## config.mk

```make
export PLATFORM = sky130hd
export DESIGN_NAME = flash_tick_gen
export DESIGN_NICKNAME = d
export VERILOG_FILES = /design/src/rtl/flash_pkg.sv /design/src/rtl/ftg_counter.sv /design/src/rtl/flash_tick_gen.sv
export SDC_FILE = /design/constraint.sdc
export NUM_CORES = 1
export LEC_CHECK = 0
export BUFFER_PORTS_ARGS = -buffer_cell sky130_fd_sc_hd__buf_2
export CAP_MARGIN = 10
export CORE_ASPECT_RATIO = 1.75
export CORE_UTILIZATION = 50
export DETAILED_ROUTE_END_ITERATION = 8
export GPL_TIMING_DRIVEN = 0
export HOLD_SLACK_MARGIN = 0.12
export PLACE_DENSITY_LB_ADDON = 0.12
export SLEW_MARGIN = 20
export SYNTH_ARGS = -nofsm -noshare
export SYNTH_HDL_FRONTEND = slang
export SYNTH_HIERARCHICAL = 1
export SYNTH_SLANG_ARGS = --single-unit
```

## constraint.sdc

```tcl
create_clock -name clk -period 3.9 [get_ports clk]
set_input_delay 0 -clock clk [delete_from_list [all_inputs] [get_ports clk]]
set_output_delay 0 -clock clk [all_outputs]
set_load 0.02 [all_outputs]
```

## src/rtl/flash_pkg.sv

```systemverilog
// Shared types and helpers for the LED flasher tick generator.
// Holds the FSM state encoding and the divider clamp.
package flash_pkg;

  typedef enum logic [1:0] {
    PAUSED   = 2'd0,
    RUNNING  = 2'd1,
    STEPPING = 2'd2,
    RELOAD   = 2'd3
  } flash_state_t;

  function automatic logic [63:0] clamp_div(
    input logic [63:0] value,
    input logic [63:0] min_div
  );
    return (value < min_div) ? min_div : value;
  endfunction

endpackage

```

## src/rtl/ftg_counter.sv

```systemverilog
// Period counter for the tick generator.
// Wraps to zero on the terminal count of limit-1.
module ftg_counter #(
  parameter int W = 32
) (
  input  logic         clk,
  input  logic         rst,
  input  logic         clear,
  input  logic         enable,
  input  logic [W-1:0] limit,
  output logic [W-1:0] cnt,
  output logic         terminal
);

  assign terminal = enable && (cnt == limit - W'(1));

  always_ff @(posedge clk) begin
    if (rst || clear) begin
      cnt <= '0;
    end else if (enable) begin
      cnt <= terminal ? '0 : cnt + W'(1);
    end
  end

endmodule

```

## src/rtl/flash_tick_gen.sv

```systemverilog
// Clock-enable generator feeding the LED flasher stage.
// Run/pause, single-step and handshake-reloadable divider.
module flash_tick_gen
  import flash_pkg::*;
#(
  parameter int          DIV_BUS     = 32,
  parameter int unsigned DEFAULT_DIV = 50_000_000,
  parameter int unsigned MIN_DIV     = 2
) (
  input  logic               clk,
  input  logic               rst,
  input  logic               run,
  input  logic               step,
  input  logic [DIV_BUS-1:0] div_in,
  input  logic               div_valid,
  output logic               div_ready,
  output logic               tick,
  output logic [DIV_BUS-1:0] cur_div,
  output logic [1:0]         state_out
);

  flash_state_t       state;
  flash_state_t       nxt;
  logic [DIV_BUS-1:0] div_lat;
  logic [DIV_BUS-1:0] cnt;
  logic               resume_run;
  logic               ready_q;
  logic               tick_q;
  logic               accept;
  logic               clear;
  logic               enable;
  logic               terminal;

  assign accept    = div_valid && ready_q;
  assign div_ready = ready_q;
  assign tick      = tick_q;
  assign state_out = state;

  ftg_counter #(
    .W(DIV_BUS)
  ) u_cnt (
    .clk     (clk),
    .rst     (rst),
    .clear   (clear),
    .enable  (enable),
    .limit   (cur_div),
    .cnt     (cnt),
    .terminal(terminal)
  );

  always_comb begin
    nxt    = state;
    clear  = 1'b0;
    enable = 1'b0;
    unique case (state)
      PAUSED: begin
        if (accept) begin
          nxt = RELOAD;
        end else if (run) begin
          nxt = RUNNING;
        end else if (step) begin
          nxt   = STEPPING;
          clear = 1'b1;
        end
      end
      RUNNING: begin
        if (accept) begin
          nxt = RELOAD;
        end else if (!run) begin
          nxt = PAUSED;
        end else begin
          enable = 1'b1;
        end
      end
      STEPPING: begin
        enable = 1'b1;
        if (terminal) begin
          nxt = run ? RUNNING : PAUSED;
        end
      end
      RELOAD: begin
        clear = 1'b1;
        nxt   = resume_run ? RUNNING : PAUSED;
      end
    endcase
  end

  // Ready is registered so the first cycle out of reset reads 0.
  always_ff @(posedge clk) begin
    if (rst) begin
      state      <= PAUSED;
      cur_div    <= DIV_BUS'(DEFAULT_DIV);
      div_lat    <= '0;
      resume_run <= 1'b0;
      tick_q     <= 1'b0;
      ready_q    <= 1'b0;
    end else begin
      state   <= nxt;
      tick_q  <= terminal;
      ready_q <= (nxt == PAUSED) || (nxt == RUNNING);
      if (accept) begin
        div_lat    <= div_in;
        resume_run <= (state == RUNNING) && run;
      end
      if (state == RELOAD) begin
        cur_div <= DIV_BUS'(clamp_div(64'(div_lat), 64'(MIN_DIV)));
      end
    end
  end

endmodule
```

==> out/results.tsv, run 1 <==
stage	metric	value	unit
routing	DRT antenna net count	0	
die	die area	11300	um2
hold_path	Worst Hold End	div_lat[0]	
power	sw frac	29.92	%
sta	post-layout min period	3.748	ns
critical_path	CP Class	reg -> reg	
synthesis	library cells used by synthesis	60	
clock_tree	Root Driver	clkbuf_16	
outcome	status	finished, final reports clean	
sta	relative slew slack	39.02	%
sta	final worst-path cycle share	96.10	%
die	Die X	80.78	um
die	core area	10640	um2
finish	multi-input logic area	3237	um2
sta	Max Freq	0.2668	GHz
power	Pwr per Cell Area	363.5	nW/um2
clock_tree	setup bufs post-CTS	0	
finish	register area	2022	um2
clock_tree	Clock Latency Late Sink	0.35	ns
power	Sw Pwr	0.0007185	W
grt	antenna violations before repair	0	
routing	total number of vias	5097	
critical_path	FF-to-FF setup slack	0.15	ns
grt	pin count of the biggest net entering global routing	20	
synthesis	ys async rst share	0	%
synthesis	mux contribution to synthesized area	3.687	%
clock_tree	Clock Tree Buf Depth	2	
power	P_leak	2.448	nW
routing	Pre-antenna DRT Iters	5	
critical_path	Crit. End Element	register	
power	total power draw	0.002401	W
critical_path	Slowest-stage cell, CP	or3_4	
placed_design	post-place instance area	5953	um2
grt	All-Layer GR Usage	28.44	%
synthesis	Synth Register Bits	101	
placed_design	post-DP HPWL	11500	um
hold_path	Hold Crit Class	in -> reg	
critical_path	WP data arrival	3.97	ns
routing	Residual DRC	0	
hold_path	hold path cells	4	
routing	Vias/cell	5.657	
synthesis	main combinational cell family by area after synthesis	simple AND/OR/NAND/NOR gates	
sta	WHS	0.1665	ns
hold_path	hold path start	div_valid	
critical_path	startpoint types	register	
placed_design	GP Congestion	0.9438	
critical_path	most used cell, CP	nor2b_1	
synthesis	Post-Synth Adder-Cell Area	1.613	%
finish	area grow syn2layout	21.66	%
critical_path	cell depth of the worst flop-to-flop path	13	
die	die height	139.9	um
synthesis	Mapped Nets	692	
sta	Final Hold Viols	0	
critical_path	slowest stage delay, CP	0.46	ns
synthesis	largest area contributor in the netlist	dfxtp_1	
synthesis	Synth Cell Area	5430	um2
synthesis	Post-Synthesis Cells	648	
routing	drt first-iter violations	211	
finish	Nets	810	
synthesis	Seq/Total Area, Yosys	37.24	%
synthesis	largest cells by area after synthesis	dfxtp_1, xor2_1, nand2_1, xnor2_1, a21oi_1	
critical_path	worst-path fanout max	6	
synthesis	Compound-Gate Fraction of Synth Area	12.24	%
grt	first-pass GRT wire length	24550	um
routing	WL per Instance	17.02	um
finish	fin area	6606	um2
sta	Final Max Tran Viols	0	
synthesis	area share of the leading cell type in the synthesized netlist	37.24	%
clock_tree	Clock Pin Slew Worst Setup and Hold Paths	0.07	ns
synthesis	Syn Area/Cell	8.380	um2
die	Initial Utilization	51.06	%
finish	fill cell count	972	
synthesis	synth warn	6	
placed_design	IO buf count	72	
job	maxcap violations	0	
clock_tree	CTS Buf Count	9	
placed_design	placed insts	850	
die	Cell Rows	50	
sta	setup_tns	0	ns
sta	final setup violating endpoints	0	
finish	ant diodes	0	
routing	final wirelength	15340	um
finish	Layout Cells excl Fill	901	
power	Clock power frac	36.9	%
clock_tree	CTS tree	yes	
clock_tree	clock sink count	101	
sta	clock skew	0.009301	ns
synthesis	Synth Area in XOR/XNOR	11.29	%
sta	RSZ-0062 raised after global routing	false	
critical_path	critical-path cell list	inv_1, ha_1, nor3b_4, and4_4, nand4_4, a2111oi_4, o2111ai_1, or3_4, nor3_2, nor2b_1, o311ai_0, o21ai_1, nor2b_1	
power	internal power	0.001683	W
grt	gr ovfl total	0	
synthesis	simple logic cell fraction of the synthesized area	30.69	%
synthesis	EDFF count, synth	0	
die	# IOs	73	
sta	worst slew pin tran	0.9063	ns
synthesis	Synth Flop Type	dfxtp_1	
power	power share of the sequential group	46.9	%
critical_path	RR Startpoint	cur_div[0]	
critical_path	Worst Path Required	4.12	ns
grt	vias in the first global route	5053	
power	maximum VDD drop	0.3426	mV
clock_tree	htree depth	3	
finish	share of cells above drive strength 1	19.46	%
power	Comb power frac	16.2	%
critical_path	RR Endpoint	state_out[1]	
## worst max path at each step
stage / start / to / slack (ns) / cells after the start
after floorplan: cur_div[0] / state_out[1] / 0.73 / 13
after global placement: cur_div[15] / state_out[1] / 0.17 / 12
after detailed placement: cur_div[0] / state_out[1] / 0.1 / 13
after CTS: cur_div[0] / state_out[1] / 0.07 / 13
after global routing: cur_div[0] / state_out[1] / 0.03 / 13
final: cur_div[0] / state_out[1] / 0.15 / 13
## critical path, delay by kind of cell (launching register included)
family          cells  cell delay, ns
compound gates      4            1.11
fa+ha+maj           1            0.22
buf+inv             1            0.09
flops               1            0.39
simple gates        7            1.82
## metrics by stage
stage	worst slack (ns)	util, %
after floorplan	0.7335	-
after global placement	0.1707	55.98
after detailed placement	0.09669	55.98
after CTS	0.07434	62.07
after global routing	0.03404	62.12
final	0.1520	62.12
## flip-flops by register name, summed over array words and instances (netlist names)
name and count:
div_ready 1, div_lat 32, state_out 2, cur_div 32, u_cnt/cnt 32, tick 1
resume_run 1
## cells in the mapped netlist, types with 9 or more instances
library cell	count
a211o_1	11
a21oi_1	49
and3_1	10
buf_2	9
clkbuf_1	14
dfxtp_1	101
inv_1	12
mux2i_1	20
nand2_1	92
nand3_1	16
nand4_1	14
nor2_1	49
nor2_2	30
nor2b_1	17
nor3_1	25
nor4_1	12
o21ai_0	14
xnor2_1	29
xor2_1	41
## kinds of logic after synthesis
kind of cell    after synthesis
fa+ha+maj                     7
buf+inv                      38
compound gates              101
xor+xnor                     70
mux                          20
flops                       101
simple gates                311
## cells in the final DEF (no fill, tap or decap), types with 3 or more instances in the layout
cell / Yosys / final
xor2_1: 41 / 41
or3_1: 3 / 3
nand3b_1: 5 / 5
a211o_1: 11 / 11
and2_1: 6 / 6
clkbuf_1: 14 / 14
nor2_1: 49 / 49
buf_6: 3 / 3
nand3_1: 16 / 16
nor4_2: 3 / 3
nand2b_1: 7 / 7
nand2_1: 92 / 92
mux2i_1: 20 / 20
and3_1: 10 / 10
nor2b_1: 17 / 17
nor2_2: 30 / 30
o211ai_1: 4 / 4
inv_1: 12 / 12
nor3_2: 3 / 4
nor4_1: 12 / 12
nor4b_1: 3 / 3
dlygate4sd3_1: 0 / 35
o21ai_0: 14 / 14
nand4_1: 14 / 14
xnor2_1: 29 / 29
a21oi_1: 49 / 49
dfxtp_1: 101 / 101
clkbuf_16: 0 / 9
ha_1: 7 / 7
a31oi_1: 3 / 3
and4_1: 3 / 3
nor3_1: 25 / 24
buf_2: 9 / 81
## what timing repair did
item | 4_1_cts | 5_1_grt
gates resized for setup | 0 | 1
hold buffers | 35 | 0
endpoints found under the setup margin | 0 | 1
hold endpoints to repair | 36 | 0
## power by group through the flow
stage	Clock, W	Sequential, W	Combinational, W
6_report	0.000885	0.00113	0.000390
5_1_grt	0.000930	0.00113	0.000427
4_1_cts	0.000904	0.00113	0.000381
3_5_place_dp	0	0.00115	0.000352
3_3_place_gp	0	0.00115	0.000346
2_1_floorplan	0	0.00115	0.000232
## final cells by class
class	instances	area share [%]
Multi-Input combinational cell	509	49.00
Sequential cell	101	30.61
Timing Repair Buffer	107	10.76
Clock buffer	9	3.409
Tap cell	130	2.462
Buffer	26	1.989
Clock inverter	7	1.098
Inverter	12	0.6818
## metal layers
metal | vias up | share of wire [%] | global-route usage (%)
met4 | 0 | 4.4 | 13.91
met2 | 122 | 54 | 53.17
met1 | 2432 | 40 | 30.44
met5 | - | 0 | 0
li1 | 2499 | - | -
met3 | 44 | 2.5 | 2.951
Power figures use the tool's default switching activity.
==> inputs of run 2 (changes only) <==
- REMOVE_ABC_BUFFERS: not set -> 1
==> run 2 against run 1 <==
Setup slack better by 0.17 ns. First-iteration DRC count is 4.3% higher. Critical endpoint unchanged. Total power is 0.68% lower. Highest routed layer unchanged.
==> out/results.tsv, run 2 (synthesis results as in run 1) <==
stage	metric	value	unit	change
placed_design	IO buf count	72		unchanged
power	Sw Pwr	0.0007038	W	was 0.0007185 W
clock_tree	Clock Latency Late Sink	0.35	ns	about the same
finish	most common cell after layout, fill and taps aside	dfxtp_1		unchanged
sta	final worst-path cycle share	91.81	%	was 96.10%
routing	final wirelength	14160	um	was 15340 um
sta	Final Hold Viols	0		unchanged
sta	relative slew slack	52.81	%	was 39.02%
sta	final setup violating endpoints	0		unchanged
critical_path	startpoint types	register		unchanged
critical_path	Crit. End Element	register		unchanged
grt	GR Util met2	43.84	%	was 53.17%
grt	pin count of the biggest net entering global routing	71		was 20
power	maximum VDD drop	0.2450	mV	was 0.3426 mV
routing	Residual DRC	0		unchanged
routing	total number of vias	4946		was 5097
clock_tree	Clock Pin Slew Worst Setup and Hold Paths	0.07	ns	about the same
die	die area	11300	um2	unchanged
finish	Nets	787		was 810
routing	DRT antenna net count	0		unchanged
sta	Final Max Tran Viols	0		unchanged
grt	vias in the first global route	4538		was 5053
outcome	status	finished, final reports clean		unchanged
grt	met1 Resource Use GR	31.56	%	was 30.44%
die	# IOs	73		unchanged
clock_tree	Root Driver	clkbuf_16		unchanged
routing	Vias/cell	5.633		was 5.657
sta	Max Freq	0.2793	GHz	was 0.2668 GHz
grt	All-Layer GR Usage	26.20	%	was 28.44%
die	Initial Utilization	51.06	%	unchanged
clock_tree	htree depth	3		unchanged
die	core area	10640	um2	unchanged
critical_path	WP data arrival	3.79	ns	was 3.97 ns
die	die height	139.9	um	unchanged
power	power share of the sequential group	47.2	%	was 46.9%
sta	post-layout min period	3.581	ns	was 3.748 ns
finish	commonest cells after routing, fill and taps aside	dfxtp_1, nand2_1, buf_2		unchanged
finish	area grow syn2layout	20.28	%	was 21.66%
power	P_leak	2.398	nW	was 2.448 nW
clock_tree	clock sink count	101		unchanged
routing	WL per Instance	16.12	um	was 17.02 um
sta	worst slew pin tran	0.7013	ns	was 0.9063 ns
critical_path	Worst Path Required	4.11	ns	was 4.12 ns
placed_design	post-DP HPWL	10250	um	was 11500 um
grt	met3 Use GR	4.328	%	was 2.951%
routing	Pre-antenna DRT Iters	5		unchanged
grt	first-pass GRT wire length	22730	um	was 24550 um
grt	gr ovfl total	0		unchanged
die	Die X	80.78	um	unchanged
grt	antenna violations before repair	0		unchanged
sta	clock skew	0.008447	ns	was 0.009301 ns
critical_path	CP Class	reg -> reg		unchanged
clock_tree	CTS Buf Count	9		unchanged
finish	ant diodes	0		unchanged
power	internal power	0.001681	W	was 0.001683 W
grt	global route hottest layer	met2		unchanged
power	sw frac	29.51	%	was 29.92%
die	Cell Rows	50		unchanged
finish	share of cells above drive strength 1	19.39	%	was 19.46%
finish	Largest regs	cur_div x32, div_lat x32, u_cnt/cnt x32		unchanged
routing	drt first-iter violations	220		was 211
clock_tree	setup bufs post-CTS	0		unchanged
clock_tree	CTS tree	yes		unchanged
critical_path	worst-path fanout max	6		unchanged
sta	setup_tns	0	ns	unchanged
sta	RSZ-0062 raised after global routing	false		unchanged
power	Pwr per Cell Area	365.2	nW/um2	was 363.5 nW/um2
power	Clock power frac	37.3	%	was 36.9%
job	maxcap violations	0		unchanged
clock_tree	Clock Tree Buf Depth	2		unchanged
hold_path	Hold Crit Class	in -> reg		unchanged
power	total power draw	0.002385	W	was 0.002401 W
power	Comb power frac	15.5	%	was 16.2%
placed_design	GP Congestion	0.9086		was 0.9438
## run 2: cell types whose count changed in the layout (fill, tap and decap cells not counted), moves of 2 or more
cell	change
inv_8	+2
clkbuf_1	-13
inv_6	+2
clkinv_8	-2
buf_2	-10
clkinv_4	-2
## run 2: final cells by class
class	instances	area, um2
Sequential cell	101	2022
Inverter	12	45.04
Tap cell	130	162.7
Clock buffer	10	229.0
Clock inverter	6	57.56
Fill cell	990	4104
Timing Repair Buffer	110	764.5
Multi-Input combinational cell	509	3251
## run 2: metal layers
metal / share of wire (%) / wire length, um / up-vias
met1: 42 / 5899 / 2314
met5: 0 / 0 / -
met3: 3.4 / 486 / 39
met4: 4.5 / 636 / 0
met2: 50 / 7133 / 134
li1: - / - / 2459
## run 2: what timing repair did
action	CTS	global route
hold endpoints to repair	35	0
hold buffers	34	0
gates resized for setup	0	3
setup endpoints to repair	0	2
## run 2: power groups by stage
stage               combinational [W]  clock, W  sequential (W)
finish                       0.000370  0.000890         0.00113
global route                 0.000404  0.000952         0.00113
CTS                          0.000367  0.000911         0.00112
detailed placement           0.000339         0         0.00115
global placement             0.000320         0         0.00115
floorplan                    0.000206         0         0.00115
## run 2: final timing paths
check / start / endpoint / slack (ns) / cells past startpoint
worst max-delay path: cur_div[0] / state_out[1] / 0.32 / 13
worst min-delay path: rst / cur_div[11] / 0.16 / 2
worst max register to register: cur_div[0] / state_out[1] / 0.32 / 13
worst min register to register: div_lat[1] / div_lat[1] / 0.47 / 2
## run 2: critical path, cell delays in order, from the launching register on
cell and delay, ns:
dfxtp_1 0.37, inv_1 0.08, ha_1 0.21, nor3b_4 0.31, and4_4 0.33, nand4_4 0.15
a2111oi_4 0.35, o2111ai_1 0.15, or3_4 0.45, nor3_2 0.34, nor2b_1 0.10, o311ai_0 0.29
o21ai_1 0.15, nor2b_1 0.15
## run 2: per-stage QoR
stage               hold WS, ns  worst slack, ns  cells  area [um2]  utilization (%)
finish                   0.1607           0.3193    878        6531            61.41
global route             0.1931          0.09959    878        6531            61.41
CTS                      0.1613           0.2403    878        6519            61.29
detailed placement       0.2464           0.2580    828        5892            55.40
global placement         0.2408          -0.5378    824        5822            54.74
floorplan               0.06786           0.3156    622        5299                -
